File: config.mk
export PLATFORM = sky130hd
export DESIGN_NAME = bus_sram_target
export DESIGN_NICKNAME = d
export VERILOG_FILES = /design/src/rtl/bus_sram_target.sv
export SDC_FILE = /design/constraint.sdc
export NUM_CORES = 1
export LEC_CHECK = 0
export CAP_MARGIN = 15
export CORE_MARGIN = 5
export CORE_UTILIZATION = 38
export CTS_BUF_LIST = sky130_fd_sc_hd__clkbuf_16
export DETAILED_ROUTE_END_ITERATION = 10
export PLACE_DENSITY = 0.88
export SYNTH_ARGS = -nofsm -noshare
export SYNTH_HDL_FRONTEND = slang
export SYNTH_SLANG_ARGS = --single-unit
File: constraint.sdc
create_clock -name clock -period 3.1 [get_ports clock]
set_clock_uncertainty 0.15 [all_clocks]
set_input_delay 0.62 -clock clock [delete_from_list [all_inputs] [get_ports clock]]
set_output_delay 0.62 -clock clock [all_outputs]
set_load 0.02 [all_outputs]
File: src/rtl/bus_sram_target.sv
// Bus target that maps a word-addressed window at Base onto an external
// synchronous single-port SRAM. It serves single and burst reads and writes.
// All bus outputs stay at zero unless this target is driving them, so several
// targets can share the bus through an OR.
module bus_sram_target #(
  parameter logic [31:0] Base      = 32'h50000000,
  parameter int          AddrWidth = 9
) (
  input  logic                 clock,
  input  logic                 reset,
  input  logic [31:0]          address_dataIN,
  input  logic [3:0]           byte_enableIN,
  input  logic [7:0]           burst_sizeIN,
  input  logic                 read_n_writeIN,
  input  logic                 begin_transactionIN,
  input  logic                 end_transactionIN,
  input  logic                 data_validIN,
  input  logic                 busyIN,
  input  logic                 errorIN,
  output logic [31:0]          address_dataOUT,
  output logic                 end_transactionOUT,
  output logic                 data_validOUT,
  output logic                 busyOUT,
  output logic                 errorOUT,
  output logic [AddrWidth-1:0] memAddress,
  output logic [31:0]          memDataIn,
  output logic                 memWriteEnable,
  output logic [3:0]           memByteEnable,
  input  logic [31:0]          memDataOut
);

  localparam int          TagLo  = AddrWidth + 2;
  localparam logic [31:0] MaxIdx = (32'd1 << AddrWidth) - 32'd1;

  typedef enum logic [2:0] {
    IDLE,
    WRITE_DATA,
    READ_FETCH,
    READ_DATA,
    READ_END,
    ERROR
  } state_t;

  state_t               state_q, state_d;
  logic [AddrWidth-1:0] idx_q, idx_d;
  logic [8:0]           cnt_q, cnt_d;     // one bit wider than burst so the count past the last beat fits
  logic [7:0]           burst_q, burst_d;
  logic [3:0]           be_q, be_d;

  logic        hit;
  logic [31:0] last_idx;
  logic        out_of_range;
  logic        last_beat;
  logic        wr_beat;

  // The tag compare ignores byte-offset bits; the range check uses 32-bit math so the sum cannot wrap.
  assign hit          = begin_transactionIN && (address_dataIN[31:TagLo] == Base[31:TagLo]);
  assign last_idx     = 32'(address_dataIN[AddrWidth+1:2]) + 32'(burst_sizeIN);
  assign out_of_range = last_idx > MaxIdx;
  assign last_beat    = cnt_q == {1'b0, burst_q};
  assign wr_beat      = (state_q == WRITE_DATA) && data_validIN && !errorIN &&
                        (cnt_q <= {1'b0, burst_q});

  // Next-state, transaction capture and beat/index advance.
  always_comb begin
    state_d = state_q;
    idx_d   = idx_q;
    cnt_d   = cnt_q;
    burst_d = burst_q;
    be_d    = be_q;
    if (errorIN) begin
      state_d = IDLE;
    end else begin
      case (state_q)
        IDLE: begin
          if (hit) begin
            idx_d   = address_dataIN[AddrWidth+1:2];
            be_d    = byte_enableIN;
            burst_d = burst_sizeIN;
            cnt_d   = '0;
            if (out_of_range)        state_d = ERROR;
            else if (read_n_writeIN) state_d = READ_FETCH;
            else                     state_d = WRITE_DATA;
          end
        end
        WRITE_DATA: begin
          if (wr_beat) begin
            cnt_d = cnt_q + 9'd1;
            // Stop the index at the final word so it never steps past the window.
            if (!last_beat) idx_d = idx_q + AddrWidth'(1);
          end
          if (end_transactionIN) state_d = IDLE;
        end
        READ_FETCH: state_d = READ_DATA;
        READ_DATA: begin
          if (!busyIN) begin
            if (last_beat) begin
              state_d = READ_END;
            end else begin
              idx_d   = idx_q + AddrWidth'(1);
              cnt_d   = cnt_q + 9'd1;
              state_d = READ_FETCH;
            end
          end
        end
        READ_END: state_d = IDLE;
        ERROR:    state_d = IDLE;
        default:  state_d = IDLE;
      endcase
    end
  end

  // Bus and SRAM outputs; everything is zero unless the current state drives it, and an abort silences all.
  always_comb begin
    address_dataOUT    = '0;
    end_transactionOUT = 1'b0;
    data_validOUT      = 1'b0;
    errorOUT           = 1'b0;
    memAddress         = '0;
    memDataIn          = '0;
    memWriteEnable     = 1'b0;
    memByteEnable      = '0;
    if (!errorIN) begin
      case (state_q)
        WRITE_DATA: begin
          memAddress = idx_q;
          if (wr_beat) begin
            memWriteEnable = 1'b1;
            memDataIn      = address_dataIN;
            memByteEnable  = be_q;
          end
        end
        READ_FETCH: memAddress = idx_q;
        READ_DATA: begin
          memAddress      = idx_q;
          data_validOUT   = 1'b1;
          address_dataOUT = memDataOut;
        end
        READ_END: end_transactionOUT = 1'b1;
        ERROR:    errorOUT = 1'b1;
        default: ;
      endcase
    end
  end

  assign busyOUT = 1'b0;

  // State and transaction registers; reset clears them immediately.
  always_ff @(posedge clock or negedge reset) begin
    if (!reset) begin
      state_q <= IDLE;
      idx_q   <= '0;
      cnt_q   <= '0;
      burst_q <= '0;
      be_q    <= '0;
    end else begin
      state_q <= state_d;
      idx_q   <= idx_d;
      cnt_q   <= cnt_d;
      burst_q <= burst_d;
      be_q    <= be_d;
    end
  end

endmodule
### After elaboration in Yosys (flattened, before gate mapping)

Cells that the tools add are included.

* output and inout bits: 82
* word-level logic and storage cells: 74
* input bits: 84
* register bits after elaboration: 33

* equal/unequal tests: 14
* magnitude comparators: 2
* $add $sub $neg: 3
* bitwise gates (word level): 1
* reductions and logical operators: 12
* muxes and demuxes: 37

Operators with widths (count)
* $mux W32: 5
* $mux W9: 10
* $pmux W9 S3: 2
* $eq A21 B20 Y1 const B: 1
* $add A9 B1 Y9 const B: 2
* $mux W3: 6
* $mux W4: 3
* $pmux W3 S4: 1
* $add A9 B8 Y10: 1
* $gt A10 B9 Y1 const B: 1
* $eq A9 B8 Y1: 1
* $le A9 B8 Y1: 1
* $mux W1: 9
* $ne A3 B3 Y1 const B: 3
* $ne A2 B2 Y1 const B: 4
* $eq A3 B2 Y1 const B: 2
* $eq A3 B3 Y1 const B: 2
* $reduce_and A3 Y1: 2
* $reduce_and A6 Y1: 1
* $reduce_and A5 Y1: 1
* $logic_and A1 B1 Y1: 4
* $eq A3 B1 Y1 const B: 1
* $logic_not A3 Y1: 1
* $reduce_bool A3 Y1: 1
* 4 further kinds: 4

### Logic depth before layout (Yosys ltp)

Gate-level depths: netlist (run 1).

* depth after elaboration: 7
* depth in mapped cells: 9
* mapped depth without buffers: 8

### Worst setup path after synthesis (run 1)

No wires, ideal clock.

* path type: reg2out
* start point: register cnt_q[6]
* end point: output port memDataIn[22]
* cell stages (with the launch flop): 9
* slack: 0.171 ns
* path buffers: 2
* required time: 2.330 ns
* arrival: 2.159 ns
* path through: dfrtp_1 -> ha_1 -> a21oi_1 -> o21ai_0 -> o211ai_1 -> and3_1 -> clkbuf_1 -> clkbuf_1 -> and2_1

* cells in the longest elaborated chain, start to end: 5

Ends and longest elaborated chain
* from (decl): RTL line 46 `logic [8:0] cnt_q, cnt_d;`
* from (signal assigned): RTL line 159 `cnt_q <= cnt_d;`
* $le A9 B8 Y1: RTL line 62 `(cnt_q <= {1'b0, burst_q});`
* $logic_and A1 B1 Y1: RTL line 61 `assign wr_beat = (state_q == WRITE_DATA) && data_validIN && !errorIN &&`
* $mux W32: RTL line 127 `if (wr_beat) begin`
* $mux W32: RTL line 124 `case (state_q)`
* $mux W32: RTL line 123 `if (!errorIN) begin`
* to (decl): RTL line 26 `output logic [31:0] memDataIn,`

No other way between the ends.

### Worst setup path after layout (run 1)

* start point: register burst_q[3]
* end point: output port memDataIn[30]

* cells in the longest elaborated chain, start to end: 5

Ends and longest elaborated chain
* from (decl): RTL line 47 `logic [7:0] burst_q, burst_d;`
* from (signal assigned): RTL line 160 `burst_q <= burst_d;`
* $le A9 B8 Y1: RTL line 62
* $logic_and A1 B1 Y1: RTL line 61
* $mux W32: RTL line 127
* $mux W32: RTL line 124
* $mux W32: RTL line 123

No other way between the ends.

==> flow_summary_export.csv, run 1 <==
group,metric,value,unit
global_route,grt_pass1_vias,3147,
die,die_area,9086,um^2
clocking,clock_sinks,33,
cells_and_area,final_cell_mix,"85 x clkdlybuf4s50_1, 79 x and2_1, 42 x dlygate4sd2_1",
die,row_count,31,
clocking,clk_pin_slew_worst_paths,0.05,ns
worst_setup_path,worstPathRequired,2.33,ns
cells_and_area,final_area,4836,um^2
synth,synth_fp_nets,441,
clocking,numCtsBuffers,5,
worst_setup_path,critPathArrivalTime,2.28,ns
pwr,irDropWorstVdd,249.8,uV
status,status,"completed",
sta,fmax,328.2,MHz
synth,synth_edf_count,0,
detailed_routing,wirelength,9712,um
detailed_routing,via_per_inst,5.158,
min_path,min_path_type,"flip-flop to flip-flop",
die,fp.dieH,95.32,um
cells_and_area,syn2layout_area_growth,74.81,%
die,start_util,0.3855,
cells_and_area,mostFrequentLayoutCell,"clkdlybuf4s50_1",
placed_design,place_congestion,0.8344,
synth,synth_flop_cell,"dfrtp_1",
detailed_routing,wl_per_cell,15.69,um
run,drv_cap,0,
clocking,root_buffer,"clkbuf_16",
global_route,grt_pass1_wl,14660,um
sta,hold_viol,0,
clocking,cts.htree.levels,2,
cells_and_area,final_nets,621,
pwr,p_leak,2.331,nW
worst_setup_path,worstSetupPathType,"flip-flop to primary output",
synth,async_flop_share,1.000,
synth,ys_seq_area_frac,0.2985,
cells_and_area,diodes,0,
detailed_routing,antenna_left,0,
synth,ys_types,53,
global_route,overflow,0,
die,chipWidth,95.32,um
pwr,p_total,1.142,mW
clocking,cts_tree,"built",
placed_design,placed_cell_area,4671,um^2
sta,fin_crit,3.047,ns
placed_design,place_ws,-0.3869,ns
clocking,clockBufferDepth,2,
cells_and_area,layout-drive-gt1-share,0.1635,
sta,fin_ws,0.05338,ns
detailed_routing,drt_pass1_iterations,4,
sta,fin_crit_sh,0.9828,
die,io_pins,166,
clocking,holdBufCountCts,0,
detailed_routing,drt_iter0_drc,203,
worst_setup_path,cp_max_fo,33,
synth,syn_inst,339,
die,core-area,7176,um^2
synth,synth_seq_cells,33,
global_route,grtUsageTotal,0.2001,
pwr,cellPowerDensity,236.2,nW/um^2
placed_design,io_buffer_count,164,
synth,ys_warn_count,0,
placed_design,dp_hpwl,7619,um
detailed_routing,num_vias,3193,
sta,maxSlewViolCount,0,
global_route,grt_max_degree,35,
worst_setup_path,critPathCaptureType,"primary output",
synth,postSynthAreaPerCell,8.160,um^2
sta,setup_violations,0,
clocking,clk_latency,0.27,ns
detailed_routing,drc_errors,0,
worst_setup_path,critPathLaunchType,"flip-flop",
synth,synth_area,2766,um^2
global_route,antenna_found_initial,0,
-- through the flow --
step | util | setup TNS, ns | cells | hold slack, ns
finish | 0.6739 | 0 | 619 | 0.3232
global route | 0.6739 | -0.6245 | 619 | 0.3468
CTS | 0.6750 | 0 | 618 | 0.3285
detailed placement | 0.6509 | -14.02 | 610 | 0.3167
global placement | 0.6509 | -12.46 | 610 | 0.3105
floorplan | - | 0 | 339 | 0.1744
-- repair_timing --
item,4_1_cts,5_1_grt
resized for setup,153,16
pin swaps,1,1
setup endpoints to repair,78,37
setup buffers,0,1
-- registers in the layout (all words and copies together), names as in the netlist --
| register | cells |
|---|---|
| state_q | 3 |
| idx_q | 9 |
| cnt_q | 9 |
| be_q | 4 |
| burst_q | 8 |
-- cell usage after synthesis, types with 2 or more instances --
master	count	share of area
ha_1	18	0.081
nor4b_1	3	0.0095
a21boi_1	2	0.0054
nor2_1	26	0.035
dfrtp_1	33	0.30
o21ai_0	8	0.014
nor4bb_1	2	0.0072
o21ai_1	19	0.034
and2_1	79	0.18
nand2b_1	9	0.020
nor4_1	3	0.0068
inv_1	12	0.016
a41oi_1	2	0.0063
o2111ai_1	2	0.0063
nand2_1	26	0.035
o221ai_1	2	0.0063
a31oi_1	3	0.0068
buf_2	3	0.0054
nor3_1	4	0.0072
nand3_1	6	0.011
a21oi_1	11	0.020
and3_1	7	0.016
clkbuf_1	12	0.016
mux2_1	5	0.020
and4_1	2	0.0063
o211ai_1	2	0.0054
o22a_1	8	0.025
nand4_1	5	0.011
-- final timing paths --
path / cells past startpoint / slack [ns] / end / start
max in group asynchronous: 2 / 1.87 / cnt_q[4] / reset
worst min-delay path: 1 / 0.32 / be_q[1] / be_q[1]
min in group asynchronous: 2 / 0.60 / idx_q[2] / reset
worst max-delay path: 9 / 0.05 / memDataIn[30] / burst_q[3]
worst max register to register: 8 / 0.56 / idx_q[0] / burst_q[3]
worst min register to register: 1 / 0.32 / be_q[1] / be_q[1]
-- final cells by class --
type / instances / area, um^2
clock buffer: 5 / 125.1
clock inverter: 3 / 37.54
fill: 586 / 2340
inverter: 12 / 45.04
multi-input combinational: 277 / 1884
sequential: 33 / 827.0
tap: 99 / 123.9
timing repair buffer: 190 / 1793
-- kinds of logic after synthesis --
kind of cell	Yosys count	share of synthesized area
and+or+nand+nor	183	0.3840
DFF	33	0.2985
AOI/OAI and AO/OA	69	0.1660
other	1	0.001356
buffers and inverters	29	0.04477
muxes	6	0.02397
adders and majority gates	18	0.08141
-- routing by layer --
layer  share of wire  up-vias  track usage
met4           0.025        0      0.06731
met2            0.50      123       0.3656
met3           0.086       19      0.04736
li1                -     1547            -
met1            0.38     1504       0.2264
met5               0        -            0
-- critical path: stages, from the launching register on --
cell             delay [ns]
dfrtp_1                0.36
inv_1                  0.10
ha_1                   0.27
nand4_1                0.15
o221ai_2               0.13
o211ai_1               0.18
and3_4                 0.24
buf_12                 0.16
and2_1                 0.15
clkdlybuf4s15_2        0.26
-- power breakdown --
group          total, mW  switching [mW]  internal [mW]
clock network      0.549           0.176          0.373
logic              0.161          0.0519          0.110
registers          0.432        0.000467          0.432
total               1.14           0.228          0.914
(Power assumes the default switching activity.)
==> run 2: changes to the inputs <==
CAP_MARGIN = 20   (was 15)
==> results of run 2 <==
Final layout, timing and power as in run 1 (identical DEF).
